--- config.mk ---
export PLATFORM = sky130hd
export DESIGN_NAME = spi_cmd_master
export DESIGN_NICKNAME = d
export VERILOG_FILES = /design/src/rtl/spi_cmd_master.sv
export SDC_FILE = /design/constraint.sdc
export NUM_CORES = 1
export LEC_CHECK = 0
export ABC_AREA = 1
export CORE_MARGIN = 2
export CORE_UTILIZATION = 57
export DETAILED_ROUTE_END_ITERATION = 12
export DONT_BUFFER_PORTS = 1
export PLACE_DENSITY = 0.75
export SLEW_MARGIN = 0
export SYNTH_ARGS = -nofsm -noshare
export SYNTH_HDL_FRONTEND = slang
export SYNTH_SLANG_ARGS = --single-unit
export TNS_END_PERCENT = 20
--- constraint.sdc ---
create_clock -name CLK -period 1.6 [get_ports CLK]
set_input_delay 0.4 -clock CLK [delete_from_list [all_inputs] [get_ports CLK]]
set_output_delay 0.4 -clock CLK [all_outputs]
set_load 0.02 [all_outputs]
--- src/rtl/spi_cmd_master.sv ---
// SPI mode-0 master sending 4-byte command frames (addr MSB, addr LSB, instr, data), one SS window per byte.
// Optional macro SPI_CMD_MASTER_RX_EN enables MISO capture into rsp_data during the data byte.
module spi_cmd_master #(
    parameter int CLK_DIV    = 4,
    parameter int GAP_CYCLES = 2,
    parameter int BYTE_SIZE  = 8
) (
    input  logic       CLK,
    input  logic       RESET,
    input  logic       cmd_valid,
    output logic       cmd_ready,
    input  logic [7:0] cmd_addr_msb,
    input  logic [7:0] cmd_addr_lsb,
    input  logic [7:0] cmd_instr,
    input  logic [7:0] cmd_data,
    output logic       busy,
    output logic       done,
    output logic [7:0] rsp_data,
    output logic       SCLK,
    output logic       MOSI,
    output logic       SS,
    input  logic       MISO
);
    localparam int HW      = $clog2(CLK_DIV) + 1;
    localparam int GAP_LEN = 2 * CLK_DIV * GAP_CYCLES;
    localparam int GW      = $clog2(GAP_LEN) + 1;
    localparam int BW      = $clog2(BYTE_SIZE);
    localparam logic [HW-1:0] H_LAST   = HW'(CLK_DIV - 1);
    localparam logic [GW-1:0] G_LAST   = GW'(GAP_LEN - 1);
    localparam logic [BW-1:0] BIT_LAST = BW'(BYTE_SIZE - 1);

    typedef enum logic [2:0] {S_IDLE, S_LEAD, S_HIGH, S_LOW, S_GAP, S_DONE} state_t;

    state_t                   state, state_nxt;
    logic [HW-1:0]            half_cnt;
    logic [GW-1:0]            gap_cnt;
    logic [BW-1:0]            bit_cnt;
    logic [1:0]               byte_idx;
    logic [4*BYTE_SIZE-1:0]   tx_buf;
    logic                     accept, half_end, gap_end, in_byte;

    assign accept   = cmd_valid && cmd_ready;
    assign half_end = (half_cnt == H_LAST);
    assign gap_end  = (gap_cnt == G_LAST);
    assign in_byte  = (state == S_LEAD) || (state == S_HIGH) || (state == S_LOW);

    always_comb begin
        state_nxt = state;
        case (state)
            S_IDLE: if (accept)   state_nxt = S_LEAD;
            S_LEAD: if (half_end) state_nxt = S_HIGH;
            S_HIGH: if (half_end) state_nxt = S_LOW;
            S_LOW:  if (half_end) state_nxt = (bit_cnt == BIT_LAST) ? S_GAP : S_HIGH;
            S_GAP:  if (gap_end)  state_nxt = (byte_idx == 2'd3) ? S_DONE : S_LEAD;
            S_DONE:               state_nxt = S_IDLE;
            default:              state_nxt = S_IDLE;
        endcase
    end

    always_comb begin
        cmd_ready = (state == S_IDLE);
        busy      = (state != S_IDLE);
        done      = (state == S_DONE);
        SS        = !in_byte;
        SCLK      = (state == S_HIGH);
        MOSI      = in_byte && tx_buf[4*BYTE_SIZE-1];
    end

    always_ff @(posedge CLK or posedge RESET) begin
        if (RESET) begin
            state    <= S_IDLE;
            half_cnt <= '0;
            gap_cnt  <= '0;
            bit_cnt  <= '0;
            byte_idx <= '0;
            tx_buf   <= '0;
        end else begin
            state <= state_nxt;
            if (state_nxt != state)
                half_cnt <= '0;
            else if (in_byte)
                half_cnt <= half_cnt + HW'(1);
            if (state_nxt != state)
                gap_cnt <= '0;
            else if (state == S_GAP)
                gap_cnt <= gap_cnt + GW'(1);
            if (accept) begin
                tx_buf   <= {cmd_addr_msb, cmd_addr_lsb, cmd_instr, cmd_data};
                bit_cnt  <= '0;
                byte_idx <= '0;
            end else begin
                // MOSI advances on the falling SCLK edge, leaving a full half-period of setup before the next rise.
                if (state == S_HIGH && half_end)
                    tx_buf <= {tx_buf[4*BYTE_SIZE-2:0], 1'b0};
                if (state == S_LOW && half_end)
                    bit_cnt <= bit_cnt + BW'(1);
                if (state == S_GAP && gap_end && byte_idx != 2'd3)
                    byte_idx <= byte_idx + 2'd1;
            end
        end
    end

`ifdef SPI_CMD_MASTER_RX_EN
    logic [7:0] rx_shift;
    logic [7:0] rsp_reg;

    always_ff @(posedge CLK or posedge RESET) begin
        if (RESET) begin
            rx_shift <= '0;
            rsp_reg  <= '0;
        end else begin
            // The last eight samples of the frame are the data byte.
            if (state_nxt == S_HIGH && state != S_HIGH)
                rx_shift <= {rx_shift[6:0], MISO};
            if (state == S_DONE)
                rsp_reg <= rx_shift;
        end
    end

    assign rsp_data = rsp_reg;
`else
    logic miso_unused;
    assign miso_unused = MISO;
    assign rsp_data    = 8'h00;
`endif

endmodule

* After elaboration in Yosys (flattened, before gate mapping)
Index checks and enable logic that the tools add are counted.
** Operators by class
- Shifts and indexed selects :: 0
- Add/sub/neg operators :: 4
- Eq/ne operators :: 11
- Multiplexer cells :: 18
- Reductions and logical operators :: 16
- Bitwise gates (word level) :: 0
- Divide/modulo/power cells :: 0
- Multiply operators :: 0
- $lt $le $gt $ge :: 0
** Operators by type and width (number)
- 32-bit two-way mux :: 2
- 3-bit two-way mux :: 11
- 3-bit case mux with 5 select lines :: 1
- 5-bit two-way mux :: 2
- 2-bit nonzero test :: 5
- 3-bit by 2-bit equality test with 1-bit output, second input constant :: 3
- 3-bit equality test, second input constant :: 3
- 3-bit by 1-bit adder with 3-bit output, second input constant :: 2
- 1-bit logical AND :: 6
- 5-bit by 1-bit adder with 5-bit output, second input constant :: 1
- 5-bit by 4-bit equality test with 1-bit output, second input constant :: 1
- 2-bit two-way mux :: 2
- 3-bit by 1-bit equality test with 1-bit output, second input constant :: 1
- 3-bit logical NOT :: 1
- 3-bit inequality test :: 1
- 3-bit nonzero test :: 1
- 2-bit by 1-bit adder with 2-bit output, second input constant :: 1
- 2-bit equality test, second input constant :: 1
- 1-bit logical OR :: 2
- 2-bit inequality test, second input constant :: 1
- 1-bit logical NOT :: 1
** Word-level totals
- Output and inout bits :: 14
- Input port bits :: 36
- Logic and storage cells :: 55
- Bits in latches :: 0
- Memories :: 0
- Bits in registers :: 48
- ROM bits :: 0
- Memory bits (writable) :: 0

* Depth between registers and ports, before layout
- Depth after elaboration :: 6
- Depth in mapped cells :: 11
- Gate-level depth less buffers :: 11

* Worst setup path before layout
OpenSTA, ideal clock, no wires.
- Kind :: reg2out
- From :: reg state[0]
- To :: out busy
- Stages on the path, launching flop included :: 6
- Path buffers :: 1
- Setup slack :: -0.025 ns
- Required time :: 1.200 ns
- Arrival time :: 1.225 ns
- Cells stage by stage :: dfrtp_1 buf_6 nor2_4 inv_1 nor2_1 inv_1
** On the way
- Cells in the longest elaborated chain, start to end :: 1
** Ends and longest elaborated chain
- start, declared :: RTL line 34 : state_t state, state_nxt;
- start signal, assigned :: RTL line 78 : state <= state_nxt;
- 3-bit nonzero test :: RTL line 62 : busy = (state != S_IDLE);
- end, declared :: RTL line 16 : output logic busy,
Every way passes these cells.

* Worst setup path after layout
- From :: reg gap_cnt[1]
- To :: reg state[2]
** On the way
- Cells in the longest elaborated chain, start to end :: 3
** Ends and longest elaborated chain
- start, declared :: RTL line 36 : logic [GW-1:0] gap_cnt;
- start signal, assigned :: RTL line 86 : gap_cnt <= gap_cnt + GW'(1);
- 5-bit by 4-bit equality test with 1-bit output :: RTL line 44 : assign gap_end = (gap_cnt == G_LAST);
- 3-bit two-way mux :: RTL line 54 : S_GAP: if (gap_end) state_nxt = (byte_idx == 2'd3) ? S_DONE : S_LEAD;
- 3-bit case mux with 5 select lines :: RTL line 49 : case (state)
- named net state_nxt[2] :: RTL line 34
The timed path passes the listed nets, and every way through them passes these cells.
A chain may end at the register's enable or synchronous reset.

==> results.sh <==
export IMPL_status="finished with violations"
export IMPL_violations="setup timing"
export IMPL_gp_congestion=0.776
export IMPL_numCtsBuffers=5
export IMPL_synth_top_cell_area_share_pct=47.6
export IMPL_area_delta_synth_final_pct=11.7
export IMPL_grt_pass1_vias=1775
export IMPL_clock_sinks=48
export IMPL_crit_slowest_cell="dfrtp_1"
export IMPL_startpoint_type="flop"
export IMPL_synth_enable_flop_cells=0
export IMPL_clk_pin_slew_ns=0.08
export IMPL_finalSetupViolations=5
export IMPL_critPathMaxStageDelay_ns=0.38
export IMPL_post_route_util_pct=65.2
export IMPL_clock_latency_ns=0.30
export IMPL_netlist_top_cells_count="o21ai_0, inv_1, dfrtp_1"
export IMPL_rsz0062_at_grt="true"
export IMPL_io_pins=50
export IMPL_vias=1923
export IMPL_grt_max_degree=49
export IMPL_yosysWarnings=0
export IMPL_crit_family="compound AO/OA/AOI/OAI gates"
export IMPL_multi_input_area_sq_mm=0.00105
export IMPL_finalClockSkew_ns=0.00688
export IMPL_ant_nets=0
export IMPL_die_x_um=70.5
export IMPL_dieHeight_um=70.5
export IMPL_core_rowCount=24
export IMPL_min_path_type="primary input to async pin"
export IMPL_criticalPathCategory="flop to flop"
export IMPL_ys_seq_elements=48
export IMPL_synth_largest_area_cell="dfrtp_1"
export IMPL_ir_worst_vdd_uv=817
export IMPL_first_pass_iters=4
export IMPL_fp_dieArea_sq_mm=0.00498
export IMPL_cp_end_kind="flop"
export IMPL_finalWirelength_um=4960
export IMPL_synth_area_leaders="dfrtp_1, o21ai_0, inv_1, nand2_1, ha_1"
export IMPL_io_buffers=0
export IMPL_grt_ovfl_total=0
export IMPL_setup_ws_ns=-0.0521
export IMPL_synthesis_area_sq_mm=0.00252
export IMPL_wl_per_cell_um=13.5
export IMPL_initial_core_util_pct=58.4
export IMPL_crit_buf_inv=2
export IMPL_r2r_slack_ns=-0.05
export IMPL_nNetsFinal=359
export IMPL_grt_usage_pct=19.9
export IMPL_antenna_found_initial=0
export IMPL_finalPower_mw=4.41
export IMPL_dpl_hpwl_um=3090
export IMPL_slew_violations=0
export IMPL_crit_required_ns=1.76
export IMPL_synth_cells=301
export IMPL_cp_max_fo=3
export IMPL_drc=0
export IMPL_grt_pass1_wl_um=7850
export IMPL_drive_above_1_share_pct=21.3
export IMPL_clockBufferDepth=2
export IMPL_synth_cell_types=26
export IMPL_cts_tree="yes"
export IMPL_ys_async_sr_fraction_pct=100
export IMPL_dp_cells=354
export IMPL_layout_cells_non_filler=367
export IMPL_via_per_inst=5.24
export IMPL_period_share_pct=103
export IMPL_cts_max_level=2
export IMPL_hold_viol=0
export IMPL_worstPathCellList="ha_2 -> nand2_2 -> nor2_2 -> ha_2 -> buf_4 -> inv_1 -> o21ai_0 -> o21ai_0"
export IMPL_clock_fmax_mhz=605
export IMPL_arrival_ns=1.81
export IMPL_drt_iter0_drc=143
export IMPL_n_fill_cell=374
export IMPL_root_buffer="clkbuf_8"
export IMPL_cap_violations=0
export IMPL_power_density_mw_per_mm2=1570
export IMPL_antenna_cells=0
export IMPL_core_area_sq_mm=0.00432
export IMPL_synth_most_common_cell="o21ai_0"
export IMPL_yosysSeqAreaShare_pct=47.6
export IMPL_ys_flop_type="dfrtp_1"
export IMPL_post_place_ws_ns=-0.0268
export IMPL_period_minus_slack_ns=1.65
export IMPL_syn_area_per_cell_sq_um=8.38
export IMPL_p_leak_nw=1.37
export IMPL_seq_area_sq_mm=0.00120
## power breakdown
part | switching, mW | internal [mW]
Combinational | 1.09 | 0.657
Sequential | 0.191 | 1.72
Clock | 0.378 | 0.385
Total | 1.65 | 2.76
## worst paths after layout
| path | endpoint | depth (start not counted) | startpoint |
|---|---|---|---|
| max | state[2]$_DFF_PP0_ | 8 | gap_cnt[1]$_DFFE_PP0P_ |
| min | tx_buf[20]$_DFFE_PP0P_ | 2 | RESET |
| max reg2reg | state[2]$_DFF_PP0_ | 8 | gap_cnt[1]$_DFFE_PP0P_ |
| min reg2reg | tx_buf[29]$_DFFE_PP0P_ | 2 | tx_buf[29]$_DFFE_PP0P_ |
| max in group asynchronous | state[2]$_DFF_PP0_ | 2 | RESET |
| min in group CLK | tx_buf[0]$_DFFE_PP0P_ | 2 | cmd_data[0] |
## through the flow
step	hold slack [ns]	TNS (ns)	area [sq um]
2_1_floorplan	0.473	0	2550
3_3_place_gp	0.344	0	2590
3_5_place_dp	0.346	-0.0421	2590
4_1_cts	0.0250	-0.0108	2740
5_1_grt	0.0328	-2.38	2820
6_report	0.00877	-0.105	2820
## metal layers
metal / part of all wire, % / vias to the layer above / GRT usage [%] / routed length, um
li1: - / 971 / - / -
met1: 44 / 904 / 26.5 / 2200
met2: 49 / 39 / 31.9 / 2420
met3: 4.9 / 9 / 4.84 / 245
met4: 1.9 / 0 / 7.55 / 95
met5: 0 / - / 0 / 0
## kinds of logic after synthesis
logic type	Yosys count	share of synthesized area [%]
buffers and inverters	76	14.4
AO/OA/AOI/OAI	98	19.5
other	1	0.149
adder cells (fa/ha/maj)	8	3.97
XOR/XNOR	6	2.08
flip-flops	48	47.6
AND/OR/NAND/NOR	64	12.3
## cell type report
| cell class | count | area share, % |
|---|---|---|
| flip-flops and latches | 48 | 42.7 |
| multi-input cells | 184 | 37.4 |
| inverters | 53 | 7.15 |
| repair buffers | 23 | 6.97 |
| clock buffers | 7 | 3.42 |
| well taps | 52 | 2.31 |
## state kept, by name (all words and copies together) (netlist names)
name,count
state,3
half_cnt,3
byte_idx,2
gap_cnt,5
tx_buf,32
bit_cnt,3
## cell usage in the layout (no fill, tap or decap), types with 5 or more instances in the layout
cell type   n
clkbuf_8    7
nor2_1      9
buf_4      19
o21ai_1    10
conb_1      8
nand3_1     6
nand2_1    24
o21ai_0    87
nor2_2      8
inv_2       5
dfrtp_1    45
inv_1      47
## repair_timing
action                                 4_1_cts  5_1_grt
setup buffers                                4        2
gates resized for setup                      8       22
setup endpoints to repair                   18       32
hold buffers                                 0        0
endpoints found under the hold margin        0        0
pin swaps                                    1        7
(Power assumes the default switching activity.)
